`src/rtl/sw_event_arbiter.sv`:
```
// sw_event_arbiter
//
// Turns the four pending-event levels from sw_ctrlr_x4 into an ordered,
// timestamped event log. Pending events are granted one at a time in
// round-robin order. Each grant is acknowledged back to the controller with a
// one-cycle one-hot pulse and pushes a 32-bit record into a small FIFO. The
// FIFO drains through an AXI-Stream master port.
//
// Record layout: [1:0] switch index, [2] switch level at grant time,
//                [7:3] zero, [31:8] 24-bit free-running timestamp.
//
// Ports:
//   aclk, aresetn      clock, asynchronous active-low reset
//   enable             allows new grants; the FIFO keeps draining when low
//   sw_event[3:0]      pending-event levels from sw_ctrlr_x4
//   sw_state[3:0]      filtered switch levels, captured into the record
//   sw_event_ack[3:0]  one-hot, one-cycle acknowledge pulse
//   m_axis_tdata/tvalid/tready  AXI-Stream master (first-word-fall-through)
//   fifo_level         current FIFO occupancy
//   overflow_cnt       dropped-event count (saturating)
//
// Optional feature (macro SW_EVENT_ARB_DROP_ON_FULL_EN):
//   defined   - a full FIFO does not stall the arbiter. Events are still
//               granted and acked, but no record is written and overflow_cnt
//               counts the drop, saturating at 255.
//   undefined - a full FIFO stalls grants, so events stay pending upstream.
//               overflow_cnt is tied to 0.

module sw_event_arbiter #(
  parameter int FIFO_DEPTH  = 8,
  parameter int ACK_TIMEOUT = 4
) (
  input  logic                        aclk,
  input  logic                        aresetn,
  input  logic                        enable,
  input  logic [3:0]                  sw_event,
  input  logic [3:0]                  sw_state,
  output logic [3:0]                  sw_event_ack,
  output logic [31:0]                 m_axis_tdata,
  output logic                        m_axis_tvalid,
  input  logic                        m_axis_tready,
  output logic [$clog2(FIFO_DEPTH):0] fifo_level,
  output logic [7:0]                  overflow_cnt
);

  localparam int PTR_W = $clog2(FIFO_DEPTH);
  localparam int LVL_W = PTR_W + 1;
  localparam int CNT_W = $clog2(ACK_TIMEOUT + 1);
  localparam logic [CNT_W-1:0] TIMEOUT_VAL = CNT_W'(ACK_TIMEOUT);
  localparam logic [LVL_W-1:0] DEPTH_VAL   = LVL_W'(FIFO_DEPTH);

  typedef enum logic [0:0] {
    IDLE     = 1'b0,
    ACK_WAIT = 1'b1
  } state_t;

  state_t             state_reg, state_next;
  logic [CNT_W-1:0]   wait_cnt_reg, wait_cnt_next;
  logic [1:0]         grant_idx_reg;
  logic [1:0]         rr_ptr_reg;
  logic [3:0]         ack_reg;
  logic [23:0]        ts_reg;

  logic [31:0]        mem [FIFO_DEPTH];
  logic [PTR_W-1:0]   wr_ptr_reg, rd_ptr_reg;
  logic [LVL_W-1:0]   level_reg;

  logic               pick_found;
  logic [1:0]         pick_idx;
  logic               fifo_full;
  logic               can_grant;
  logic               grant;
  logic               push;
  logic               pop;
  logic [31:0]        record;

  // Fullness comes from the registered level only, so a pop in the same
  // cycle cannot make room for a push until the following cycle.
  assign fifo_full = (level_reg == DEPTH_VAL);

`ifdef SW_EVENT_ARB_DROP_ON_FULL_EN
  assign can_grant = 1'b1;
`else
  assign can_grant = !fifo_full;
`endif

  // Round-robin pick: first set bit scanning upward from rr_ptr, wrapping mod 4.
  always_comb begin
    pick_found = 1'b0;
    pick_idx   = rr_ptr_reg;
    for (int i = 0; i < 4; i++) begin
      if (!pick_found && sw_event[rr_ptr_reg + 2'(i)]) begin
        pick_found = 1'b1;
        pick_idx   = rr_ptr_reg + 2'(i);
      end
    end
  end

  // FSM next-state logic
  always_comb begin
    state_next    = state_reg;
    wait_cnt_next = wait_cnt_reg;
    grant         = 1'b0;
    case (state_reg)
      IDLE: begin
        wait_cnt_next = '0;
        if (enable && pick_found && can_grant) begin
          grant      = 1'b1;
          state_next = ACK_WAIT;
        end
      end
      ACK_WAIT: begin
        // The first ACK_WAIT cycle is the ack cycle itself. The controller
        // cannot have cleared the bit yet, so the level is ignored there.
        if (((wait_cnt_reg != '0) && !sw_event[grant_idx_reg]) ||
            (wait_cnt_reg == TIMEOUT_VAL)) begin
          state_next    = IDLE;
          wait_cnt_next = '0;
        end else begin
          wait_cnt_next = wait_cnt_reg + CNT_W'(1);
        end
      end
      default: state_next = IDLE;
    endcase
  end

  assign push   = grant && !fifo_full;
  assign pop    = m_axis_tvalid && m_axis_tready;
  assign record = {ts_reg, 5'b0, sw_state[pick_idx], pick_idx};

  always_ff @(posedge aclk or negedge aresetn) begin
    if (!aresetn) begin
      state_reg     <= IDLE;
      wait_cnt_reg  <= '0;
      grant_idx_reg <= 2'd0;
      rr_ptr_reg    <= 2'd0;
      ack_reg       <= 4'd0;
      ts_reg        <= 24'd0;
      wr_ptr_reg    <= '0;
      rd_ptr_reg    <= '0;
      level_reg     <= '0;
    end else begin
      state_reg    <= state_next;
      wait_cnt_reg <= wait_cnt_next;
      ts_reg       <= ts_reg + 24'd1;
      ack_reg      <= grant ? (4'b0001 << pick_idx) : 4'b0000;
      if (grant) begin
        grant_idx_reg <= pick_idx;
        rr_ptr_reg    <= pick_idx + 2'd1;
      end
      if (push) wr_ptr_reg <= wr_ptr_reg + PTR_W'(1);
      if (pop)  rd_ptr_reg <= rd_ptr_reg + PTR_W'(1);
      case ({push, pop})
        2'b10:   level_reg <= level_reg + LVL_W'(1);
        2'b01:   level_reg <= level_reg - LVL_W'(1);
        default: level_reg <= level_reg;
      endcase
    end
  end

  // Storage has no reset. Contents are only visible through the gated head
  // read below, so stale words never reach the port.
  always_ff @(posedge aclk) begin
    if (push) mem[wr_ptr_reg] <= record;
  end

  assign m_axis_tvalid = (level_reg != '0);
  assign m_axis_tdata  = m_axis_tvalid ? mem[rd_ptr_reg] : 32'd0;
  assign sw_event_ack  = ack_reg;
  assign fifo_level    = level_reg;

`ifdef SW_EVENT_ARB_DROP_ON_FULL_EN
  logic       overflow_hit;
  logic [7:0] ovf_reg;

  assign overflow_hit = grant && fifo_full;

  always_ff @(posedge aclk or negedge aresetn) begin
    if (!aresetn) begin
      ovf_reg <= 8'd0;
    end else if (overflow_hit && (ovf_reg != 8'hFF)) begin
      ovf_reg <= ovf_reg + 8'd1;
    end
  end

  assign overflow_cnt = ovf_reg;
`else
  assign overflow_cnt = 8'd0;
`endif

endmodule

```
`config.mk`:
```
export PLATFORM = sky130hd
export DESIGN_NAME = sw_event_arbiter
export DESIGN_NICKNAME = d
export VERILOG_FILES = /design/src/rtl/sw_event_arbiter.sv
export SDC_FILE = /design/constraint.sdc
export NUM_CORES = 1
export LEC_CHECK = 0
export ABC_AREA = 1
export BUFFER_PORTS_ARGS = -buffer_cell sky130_fd_sc_hd__buf_4
export CAP_MARGIN = 20
export CORE_ASPECT_RATIO = 0.75
export CORE_MARGIN = 2
export CORE_UTILIZATION = 30
export DETAILED_ROUTE_END_ITERATION = 12
export MAX_ROUTING_LAYER = met4
export PLACE_DENSITY = 0.44
export SLEW_MARGIN = 20
export SYNTH_ARGS = -nofsm -noshare
export SYNTH_HDL_FRONTEND = slang
export SYNTH_SLANG_ARGS = --single-unit
```
`constraint.sdc`:
```
create_clock -name aclk -period 3.6 [get_ports aclk]
set_clock_uncertainty 0.2 [all_clocks]
set_input_delay 0.54 -clock aclk [delete_from_list [all_inputs] [get_ports aclk]]
set_output_delay 0.54 -clock aclk [all_outputs]
set_load 0.02 [all_outputs]
```
==> impl_metrics.env, run 1 <==
export IMPL_h_tree_depth=1
export IMPL_grt_first_pass_wirelength_mm=42.10
export IMPL_detail_route_antenna_nets=0
export IMPL_ioPinCount=61
export IMPL_yosysTopAreaCell="edfxtp_1"
export IMPL_fmax_mhz=305.6
export IMPL_timing_final_crit_share_pct=90.91
export IMPL_startpoint="rd_ptr_reg[0]"
export IMPL_synthSimpleGateAreaFrac_pct=12.84
export IMPL_final_core_util_pct=35.90
export IMPL_p_seq_share_pct=34.6
export IMPL_finalSetupViolations=0
export IMPL_grt_max_degree=110
export IMPL_drt_wl_total_mm=26.86
export IMPL_coreArea_sq_um=35960
export IMPL_cts_sinks=262
export IMPL_largest_reg_flops=216
export IMPL_yosysTopAreaCellShare_pct=59.12
export IMPL_synth_ff_type="edfxtp_1"
export IMPL_status="complete, no violations"
export IMPL_finalCriticalPeriod_ns=3.273
export IMPL_start_kind="register"
export IMPL_power_density_nw_per_um2=864.0
export IMPL_cts_tree="done"
export IMPL_whs_ns=0.1198
export IMPL_die_h_um=169.6
export IMPL_synthTopCellsByArea="edfxtp_1 59%, dfrtp_1 10%, o21ai_0 6.5%, nor2_1 6.5%, nand2_1 3.1%"
export IMPL_antenna_found_initial=0
export IMPL_ir_worst_vdd_uv=337.0
export IMPL_final_cell_mix="216 x edfxtp_1, 185 x nor2_1, 143 x o21ai_0, 90 x nand2_1, 59 x buf_4"
export IMPL_drc=0
export IMPL_layout_commonest_cell="edfxtp_1"
export IMPL_cp_required_ns=2.86
export IMPL_clockBufferDepth=3
export IMPL_dieArea_sq_um=38130
export IMPL_rr_startpoint="rr_ptr_reg[0]"
export IMPL_hold_viol=0
export IMPL_leakagePower_nw=4.804
export IMPL_final_layout_size_suffix_gt1_share_pct=14.58
export IMPL_p_total_mw=11.15
export IMPL_cts_resized=0
export IMPL_die_w_um=224.8
export IMPL_fin_setup_tns_ns=0
export IMPL_insertion_delay_ns=0.54
export IMPL_drv_slew=0
export IMPL_initial_core_util_pct=30.51
export IMPL_nNetsFinal=1012
export IMPL_critical_path_class="register to output pin"
export IMPL_combPwrFrac_pct=40.0
export IMPL_async_reset_ff_share_pct=17.56
export IMPL_synth_compound_area_share_pct=10.06
export IMPL_syn_inst=935
export IMPL_relSlewSlack_pct=55.01
export IMPL_synth_top_family_by_area="simple AND/OR/NAND/NOR gates"
export IMPL_cap_violations=0
export IMPL_syn_cell_area_sq_um=10970
export IMPL_synthMuxAreaShare_pct=0
export IMPL_grt_pass1_vias=6805
export IMPL_p_int_mw=6.853
export IMPL_ys_types=36
export IMPL_grt_setup_unrepaired="no"
export IMPL_crit_arrival_ns=2.53
export IMPL_vias=6995
export IMPL_yosysWarnings=0
export IMPL_viasPerCell=4.746
export IMPL_synthXorXnorAreaFrac_pct=2.235
export IMPL_row_count=60
export IMPL_switchingPower_mw=4.301
export IMPL_finalWeightedCongestion=0.7384
export IMPL_drt_pre_antenna_iters=5
export IMPL_drtIter0Drc=547
export IMPL_crit_path_end_kind="output pin"
export IMPL_grt_ovfl_total=0
export IMPL_hpwl_mm=15.46
export IMPL_cp_endpoint="m_axis_tdata[24]"
export IMPL_root_buffer="clkbuf_16"
export IMPL_p_sw_share_pct=38.56
export IMPL_ys_ff_latch=262
export IMPL_wl_per_cell_um=18.23
export IMPL_clk_pin_slew_ns=0.06
export IMPL_area_delta_synth_final_pct=17.66
export IMPL_hp_class="input pin to register"
export IMPL_portBuffers=47
export IMPL_ys_seq_area_share_pct=69.61
export IMPL_yosys_area_share_adder_pct=1.368
export IMPL_regToRegSetupSlack_ns=0.59
export IMPL_synth_area_per_cell_sq_um=11.73
export IMPL_critical_path_max_fanout=30
export IMPL_timing_rr_end="mem[1][19]"
export IMPL_cts_buffers=27
export IMPL_synth_edf_count=216
export IMPL_worst_pin_slew_ns=0.6748
export IMPL_grtUsageTotal_pct=14.84
export IMPL_r2r_worst_path_cells=12
export IMPL_pwr_share_clk_pct=25.4
worst min path at each step:
stage / startpoint / end / slack [ns] / cells after the start
after detailed placement: wait_cnt_reg[0] / wait_cnt_reg[0] / 0.27 / 1
final: m_axis_tready / rd_ptr_reg[0] / 0.12 / 3
after floorplan: aresetn / fifo_level[0] / 0.04 / 0
after CTS: m_axis_tready / rd_ptr_reg[0] / 0.09 / 3
after global placement: wait_cnt_reg[0] / wait_cnt_reg[0] / 0.26 / 1
after global routing: m_axis_tready / rd_ptr_reg[0] / 0.12 / 3
synth_stat cells (2+ instances only):
cell type	number
nand2_2	10
nor3_1	2
nor3_2	2
clkbuf_1	31
clkinv_1	2
edfxtp_1	216
xnor2_1	13
buf_2	4
ha_1	12
o21ai_1	3
nand2_4	2
o22ai_1	27
nand2_1	90
a31oi_1	29
buf_4	13
a21oi_1	3
inv_1	29
nor2_1	189
inv_4	2
nand3_1	20
buf_1	7
xor2_1	15
dfrtp_1	46
o21ai_0	143
buf_6	2
inv_2	3
nand4_1	7
nor2_2	5
cell families (layout without fill, tap and decap cells):
logic type,count (synthesis),in the layout
AND/OR/NAND/NOR,333,333
flip-flops,262,262
AO/OA/AOI/OAI,206,206
buffers and inverters,93,154
XOR/XNOR,28,28
adder cells (fa/ha/maj),12,12
other,1,14
repair_timing:
action | in CTS | in global routing
buffers inserted | 0 | 0
endpoints found under the hold margin | 46 | 0
hold buffers | 1 | 0
setup endpoints to repair | 0 | 0
critical path, stage by stage, from the launching register on:
cell and delay (ns):
dfrtp_4 0.49, inv_2 0.38, buf_12 0.24, o21ai_0 0.10, o22ai_1 0.13, o21ai_0 0.09, a31oi_1 0.32, buf_4 0.21
metrics by stage:
| stage | setup WS [ns] | instance area [sq um] | std cells |
|---|---|---|---|
| after floorplan | 0.6119 | 11020 | 947 |
| after global placement | 0.5587 | 11990 | 1423 |
| after detailed placement | 0.5489 | 11990 | 1423 |
| after CTS | 0.2428 | 12910 | 1473 |
| after global routing | 0.1276 | 12910 | 1473 |
| final | 0.3272 | 12910 | 1474 |
routing by layer:
metal	GRT usage (%)	routed length [um]
met2	21.52	11630
met4	2.995	471
met5	-	0
met1	22.01	13540
met3	2.216	1222
power groups by stage:
stage	registers (mW)	clock network [mW]	logic [mW]
2_1_floorplan	3.89	0	2.82
5_1_grt	3.89	3.05	4.99
3_3_place_gp	3.92	0	4.55
6_report	3.86	2.84	4.46
4_1_cts	3.86	2.92	4.54
3_5_place_dp	3.92	0	4.53
cell type report:
cell class              count  area (sq um)
fillers                  3536         23050
flip-flops and latches    262          7642
multi-input cells         592          3007
clock buffers              41         809.5
repair buffers             69         633.1
well taps                 465         581.8
inverters                  36         140.1
clock inverters             8         93.84
diodes                      1         2.502
No activity file was read; power rests on OpenSTA's default activity.
==> inputs of run 2 (changes only) <==
==> constraint.sdc (replaced) <==
create_clock -name aclk -period 3.6 [get_ports aclk]
set_clock_uncertainty 0.2 [all_clocks]
set_input_delay 0.54 -clock aclk [delete_from_list [all_inputs] [get_ports aclk]]
set_output_delay 0.54 -clock aclk [all_outputs]
set_load 0.01 [all_outputs]
==> run 2 against run 1 <==
  * Setup slack better by 0.013 ns
  * Critical path depth stayed put
  * Register-to-register slack hardly changed
  * First-iteration DRC count is 11% higher
  * Final cell count stayed put
  * Sequential power hardly changed
  * Non-clock buffer count is 1 higher
  * Largest cell class unchanged
  * Maximum frequency is 0.41% higher
  * Global-route usage is 0.10 points lower
==> impl_metrics.env, run 2 (synthesis gave the netlist of run 1 again) <==
export IMPL_timing_rr_end="mem[3][4]"
export IMPL_initial_core_util_pct=30.51
export IMPL_antenna_cells=0
export IMPL_largest_reg_flops=216
export IMPL_hp_class="input pin to register"
export IMPL_drv_slew=0
export IMPL_status="complete, no violations"
export IMPL_h_tree_depth=1
export IMPL_hold_viol=0
export IMPL_vias=6968
export IMPL_highest_layer="met4"
export IMPL_dieArea_sq_um=38130
export IMPL_fin_setup_tns_ns=0
export IMPL_grt_setup_unrepaired="no"
export IMPL_cp_required_ns=2.86
export IMPL_route_met2_wl_mm=11.49
export IMPL_critical_path_max_fanout=29
export IMPL_root_buffer="clkbuf_16"
export IMPL_nNetsFinal=1013
export IMPL_drc=0
export IMPL_drtIter0Drc=607
export IMPL_portBuffers=47
export IMPL_clockBufferDepth=3
export IMPL_drt_pre_antenna_iters=5
export IMPL_critical_path_class="register to output pin"
export IMPL_detail_route_antenna_nets=0
export IMPL_drt_met1_wl_mm=14.10
export IMPL_hpwl_mm=15.81
export IMPL_place_area_sq_um=11950
export IMPL_startpoint="rd_ptr_reg[1]"
export IMPL_area_delta_synth_final_pct=16.95
export IMPL_finalSetupViolations=0
export IMPL_crit_path_end_kind="output pin"
export IMPL_switchingPower_mw=4.029
export IMPL_finalCriticalPeriod_ns=3.259
export IMPL_finalInstanceArea_sq_um=12830
export IMPL_hold_buffers=1
export IMPL_crit_arrival_ns=2.52
export IMPL_die_h_um=169.6
export IMPL_grt_ovfl_total=0
export IMPL_fmax_mhz=306.8
export IMPL_relSlewSlack_pct=51.10
export IMPL_cts_resized=0
export IMPL_timing_final_crit_share_pct=90.54
export IMPL_coreArea_sq_um=35960
export IMPL_r2r_worst_path_cells=12
export IMPL_wl_met3_mm=1.039
export IMPL_row_count=60
export IMPL_wl_per_cell_um=18.34
export IMPL_p_int_mw=6.748
export IMPL_cts_tree="done"
export IMPL_cts_buffers=27
export IMPL_post_cts_buffers=0
export IMPL_final_layout_size_suffix_gt1_share_pct=14.17
export IMPL_cp_endpoint="m_axis_tdata[31]"
export IMPL_place_ws_ns=0.5418
export IMPL_leakagePower_nw=4.772
export IMPL_power_density_nw_per_um2=839.9
export IMPL_layout_commonest_cell="edfxtp_1"
export IMPL_die_w_um=224.8
export IMPL_worst_pin_slew_ns=0.7325
export IMPL_grtUsageTotal_pct=14.74
export IMPL_grt_pass1_vias=6693
export IMPL_finalWeightedCongestion=0.7757
export IMPL_grt_max_degree=110
export IMPL_drt_wl_total_mm=27.04
export IMPL_setup_ws_ns=0.3406
export IMPL_ioPinCount=61
export IMPL_p_total_mw=10.78
export IMPL_final_cell_mix="216 x edfxtp_1, 185 x nor2_1, 143 x o21ai_0, 90 x nand2_1, 64 x buf_4"
export IMPL_p_seq_share_pct=35.8
export IMPL_cap_violations=0
export IMPL_pwr_share_clk_pct=25.8
export IMPL_clk_pin_slew_ns=0.06
export IMPL_ir_worst_vdd_uv=371.9
export IMPL_combPwrFrac_pct=38.4
export IMPL_viasPerCell=4.727
export IMPL_insertion_delay_ns=0.54
export IMPL_antenna_found_initial=0
export IMPL_start_kind="register"
export IMPL_rr_startpoint="rr_ptr_reg[0]"
export IMPL_p_sw_share_pct=37.38
export IMPL_grt_first_pass_wirelength_mm=41.58
export IMPL_cts_sinks=262
export IMPL_regToRegSetupSlack_ns=0.58
run 2: changes by cell type in the layout (fill, tap and decap cells not counted):
cell	change
buf_4	+5
diode_2	-1
clkbuf_1	+1
clkinvlp_4	+1
clkinv_2	-2
bufinv_16	+1
clkbuf_8	-4
clkbuf_16	-1
clkinv_1	+4
buf_12	-4
run 2: worst min-delay path by stage:
stage | from | to | cells past startpoint
finish | m_axis_tready | rd_ptr_reg[0] | 3
global route | m_axis_tready | rd_ptr_reg[0] | 3
CTS | m_axis_tready | rd_ptr_reg[0] | 3
detailed placement | wait_cnt_reg[0] | wait_cnt_reg[0] | 1
global placement | wait_cnt_reg[0] | wait_cnt_reg[0] | 1
floorplan | aresetn | fifo_level[0] | 0
run 2: per-stage QoR:
step	util, %	std cells	hold slack (ns)
floorplan	-	947	0.04441
global placement	33.24	1424	0.2695
detailed placement	33.24	1424	0.2638
CTS	35.68	1474	0.1727
global route	35.68	1474	0.1862
finish	35.68	1474	0.1908
run 2: area by class of cell:
class / count / area (sq um)
Clock inverter: 12 / 136.4
Fill cell: 3550 / 23130
Tap cell: 465 / 581.8
Clock buffer: 37 / 733.2
Multi-Input combinational cell: 592 / 3007
Timing Repair Buffer: 70 / 590.6
Sequential cell: 262 / 7642
Inverter: 36 / 140.1
run 2: power by group through the flow:
stage	Combinational, mW	Sequential [mW]	Clock, mW
after floorplan	2.57	3.86	0
after global placement	4.22	3.92	0
after detailed placement	4.21	3.92	0
after CTS	4.23	3.86	2.86
after global routing	4.66	3.88	2.97
final	4.14	3.85	2.78
run 2: critical path: stages, from the launching register on:
cell and delay [ns]:
dfrtp_2 0.40, inv_2 0.45, buf_12 0.27, o21ai_0 0.11
o22ai_1 0.11, o21ai_0 0.11, a31oi_1 0.33, buf_4 0.19
run 2: metal layers:
metal,up-vias,GRT usage (%)
met5,-,-
met4,0,2.563
met3,33,2.303
met2,128,21.19
met1,3426,22.11
li1,3381,-
==> inputs of run 3 (changes only) <==
--- a/config.mk
+++ b/config.mk
@@ -5,11 +5,9 @@
 export SDC_FILE = /design/constraint.sdc
 export NUM_CORES = 1
 export LEC_CHECK = 0
-export ABC_AREA = 1
 export BUFFER_PORTS_ARGS = -buffer_cell sky130_fd_sc_hd__buf_4
 export CAP_MARGIN = 20
 export CORE_ASPECT_RATIO = 0.75
-export CORE_MARGIN = 2
 export CORE_UTILIZATION = 30
 export DETAILED_ROUTE_END_ITERATION = 12
 export MAX_ROUTING_LAYER = met4
==> run 3 against run 2 <==
  * Sequential share of layout area is 1.5 points higher
  * Hold slack better by 0.0047 ns
  * Synthesized cell count is 40% lower
  * Synthesized area is 4.1% lower
  * Critical path type unchanged
  * Via count is 27% lower
  * Wire length is 19% lower
  * Global-route usage is 1.6 points lower
  * Die area is 6.0% lower
  * Combinational power is 36% lower
  * Largest power group is now registers
==> impl_metrics.env, run 3 <==
export IMPL_synth_area_per_cell_sq_um=18.66
export IMPL_vias=5087
export IMPL_grt_first_pass_wirelength_mm=33.68
export IMPL_layout_commonest_cell="edfxtp_1"
export IMPL_ir_worst_vdd_uv=351.0
export IMPL_yosysTopAreaCellShare_pct=61.64
export IMPL_ys_ff_latch=262
export IMPL_die_h_um=164.2
export IMPL_portBuffers=47
export IMPL_crit_arrival_ns=2.56
export IMPL_hp_class="input pin to register"
export IMPL_syn_cell_area_sq_um=10520
export IMPL_critical_path_max_stage_delay_ns=0.68
export IMPL_final_layout_size_suffix_gt1_share_pct=28.74
export IMPL_finalSetupViolations=0
export IMPL_drt_wl_total_mm=21.95
export IMPL_async_reset_ff_share_pct=17.56
export IMPL_synth_most_common_cell="edfxtp_1"
export IMPL_drc=0
export IMPL_place_area_sq_um=11610
export IMPL_grtUsageTotal_pct=13.18
export IMPL_place_ws_ns=0.7809
export IMPL_drv_slew=0
export IMPL_critPathBufInv=2
export IMPL_synth_ff_type="edfxtp_1"
export IMPL_finalWeightedCongestion=0.6971
export IMPL_syn_inst=564
export IMPL_hold_viol=0
export IMPL_start_kind="register"
export IMPL_slowest_stage="dfrtp_4"
export IMPL_clk_pin_slew_ns=0.06
export IMPL_ys_seq_area_share_pct=72.58
export IMPL_clockBufferDepth=3
export IMPL_antenna_cells=0
export IMPL_switchingPower_mw=2.778
export IMPL_leakagePower_nw=4.649
export IMPL_status="complete, no violations"
export IMPL_antenna_found_initial=0
export IMPL_largest_reg_flops=216
export IMPL_ioPinCount=61
export IMPL_critical_path_class="register to output pin"
export IMPL_grt_setup_unrepaired="no"
export IMPL_final_cell_mix="216 x edfxtp_1, 73 x buf_4, 55 x mux4_2, 43 x dfrtp_1, 39 x nor2_1"
export IMPL_p_seq_share_pct=42.2
export IMPL_area_delta_synth_final_pct=18.92
export IMPL_relSlewSlack_pct=52.46
export IMPL_row_count=58
export IMPL_power_density_nw_per_um2=750.1
export IMPL_cts_buffers=28
export IMPL_grt_max_degree=47
export IMPL_critical_path_max_fanout=18
export IMPL_stdcell_count=1118
export IMPL_yosysTopAreaCell="edfxtp_1"
export IMPL_whs_ns=0.1956
export IMPL_path_common_cell="buf_4"
export IMPL_insertion_delay_ns=0.54
export IMPL_setup_ws_ns=0.3048
export IMPL_synth_common_cells="216 x edfxtp_1, 55 x mux4_2, 46 x dfrtp_1, 41 x nor2_1, 30 x mux2i_1"
export IMPL_wl_per_cell_um=19.63
export IMPL_hpwl_mm=13.01
export IMPL_h_tree_depth=1
export IMPL_pwr_share_clk_pct=29.4
export IMPL_dp_cells=1066
export IMPL_drt_pre_antenna_iters=4
export IMPL_p_sw_share_pct=29.59
export IMPL_worst_pin_slew_ns=0.7116
export IMPL_startpoint="rd_ptr_reg[0]"
export IMPL_drtIter0Drc=251
export IMPL_die_w_um=218.3
export IMPL_ys_types=42
export IMPL_cts_sinks=262
export IMPL_nNetsFinal=671
export IMPL_fmax_mhz=303.5
export IMPL_timing_final_crit_share_pct=91.53
export IMPL_final_core_util_pct=36.77
export IMPL_p_total_mw=9.386
export IMPL_initial_core_util_pct=30.92
export IMPL_cap_violations=0
export IMPL_dieArea_sq_um=35840
export IMPL_crit_path_end_kind="output pin"
export IMPL_grt_pass1_vias=5388
export IMPL_synthTopCellsByArea="edfxtp_1 62%, mux4_2 12%, dfrtp_1 11%, mux2i_1 2.9%, nor2_1 1.5%"
export IMPL_path_cells="buf_4 -> mux4_2 -> mux2i_1 -> nor2_1 -> buf_4"
export IMPL_coreArea_sq_um=34040
export IMPL_synth_edf_count=216
export IMPL_viasPerCell=4.550
export IMPL_fin_setup_tns_ns=0
export IMPL_root_buffer="clkbuf_16"
export IMPL_p_int_mw=6.608
export IMPL_path_delay_family="multiplexers"
export IMPL_finalInstanceArea_sq_um=12510
export IMPL_grt_ovfl_total=0
export IMPL_combPwrFrac_pct=28.4
export IMPL_cp_required_ns=2.86
export IMPL_cts_tree="done"
export IMPL_detail_route_antenna_nets=0
export IMPL_yosysWarnings=0
export IMPL_finalCriticalPeriod_ns=3.295
export IMPL_rr_startpoint="fifo_level[1]"
export IMPL_hp_start="enable"
==> run 3: cell count changes in the layout (fill, tap and decap cells not counted), moves of 17 or more <==
cell,change
a31oi_1,-29
inv_1,-17
mux2i_1,+30
mux4_2,+55
nand2_1,-68
nor2_1,-146
o21ai_0,-138
o22ai_1,-27
==> run 3: cell families (layout without fill, tap and decap cells) <==
| logic type | Yosys count | count (layout) | synth area share, % |
|---|---|---|---|
| mux | 89 | 89 | 15.05 |
| compound gates | 16 | 16 | 1.177 |
| flops | 262 | 262 | 72.58 |
| fa+ha+maj | 12 | 12 | 1.427 |
| other cells | 1 | 13 | 0.03564 |
| simple gates | 104 | 104 | 4.768 |
| buf+inv | 48 | 140 | 2.295 |
| xor+xnor | 32 | 32 | 2.664 |
==> run 3: metal layers <==
| layer | GRT usage, % | vias to the layer above | share of wire, % |
|---|---|---|---|
| met5 | - | - | 0 |
| met4 | 3.242 | 0 | 1.7 |
| met3 | 2.315 | 37 | 3.0 |
| met2 | 20.48 | 68 | 47 |
| met1 | 17.97 | 2661 | 48 |
| li1 | - | 2321 | - |
==> run 3: worst reg2reg max path: cells and delay by family (launching register included) <==
| family | cells | cell delay (ns) |
|---|---|---|
| compound gates | 1 | 0.41 |
| buf+inv | 2 | 0.64 |
| flops | 1 | 0.50 |
| simple gates | 3 | 0.65 |
==> run 3: final timing paths <==
check,endpoint,slack [ns],depth (start not counted)
max in group asynchronous,rd_ptr_reg[0],2.28,2
max reg2reg,mem[5][24],0.86,6
min in group asynchronous,fifo_level[2],0.40,2
max,m_axis_tdata[12],0.30,5
min,state_reg,0.20,5
min reg2reg,wait_cnt_reg[0],0.26,1
==> run 3: area by class of cell <==
cell class | instances | area, sq um
clock buffer | 39 | 803.3
clock inverter | 12 | 88.84
fill | 3138 | 21520
inverter | 13 | 48.80
multi-input combinational | 266 | 2768
sequential | 262 | 7644
tap | 450 | 563.0
timing repair buffer | 76 | 598.1
==> run 3: power by group through the flow <==
stage / clock (mW) / sequential, mW / combinational, mW
5_1_grt: 2.96 / 4.02 / 2.95
3_5_place_dp: 0 / 4.05 / 2.76
6_report: 2.76 / 3.97 / 2.67
3_3_place_gp: 0 / 4.03 / 2.74
4_1_cts: 2.84 / 3.98 / 2.77
2_1_floorplan: 0 / 3.78 / 1.84
==> run 3: repair_timing <==
action,in CTS,in global routing
resized for setup,0,0
endpoints found under the hold margin,46,0
buffers inserted,0,0
hold buffers,1,0
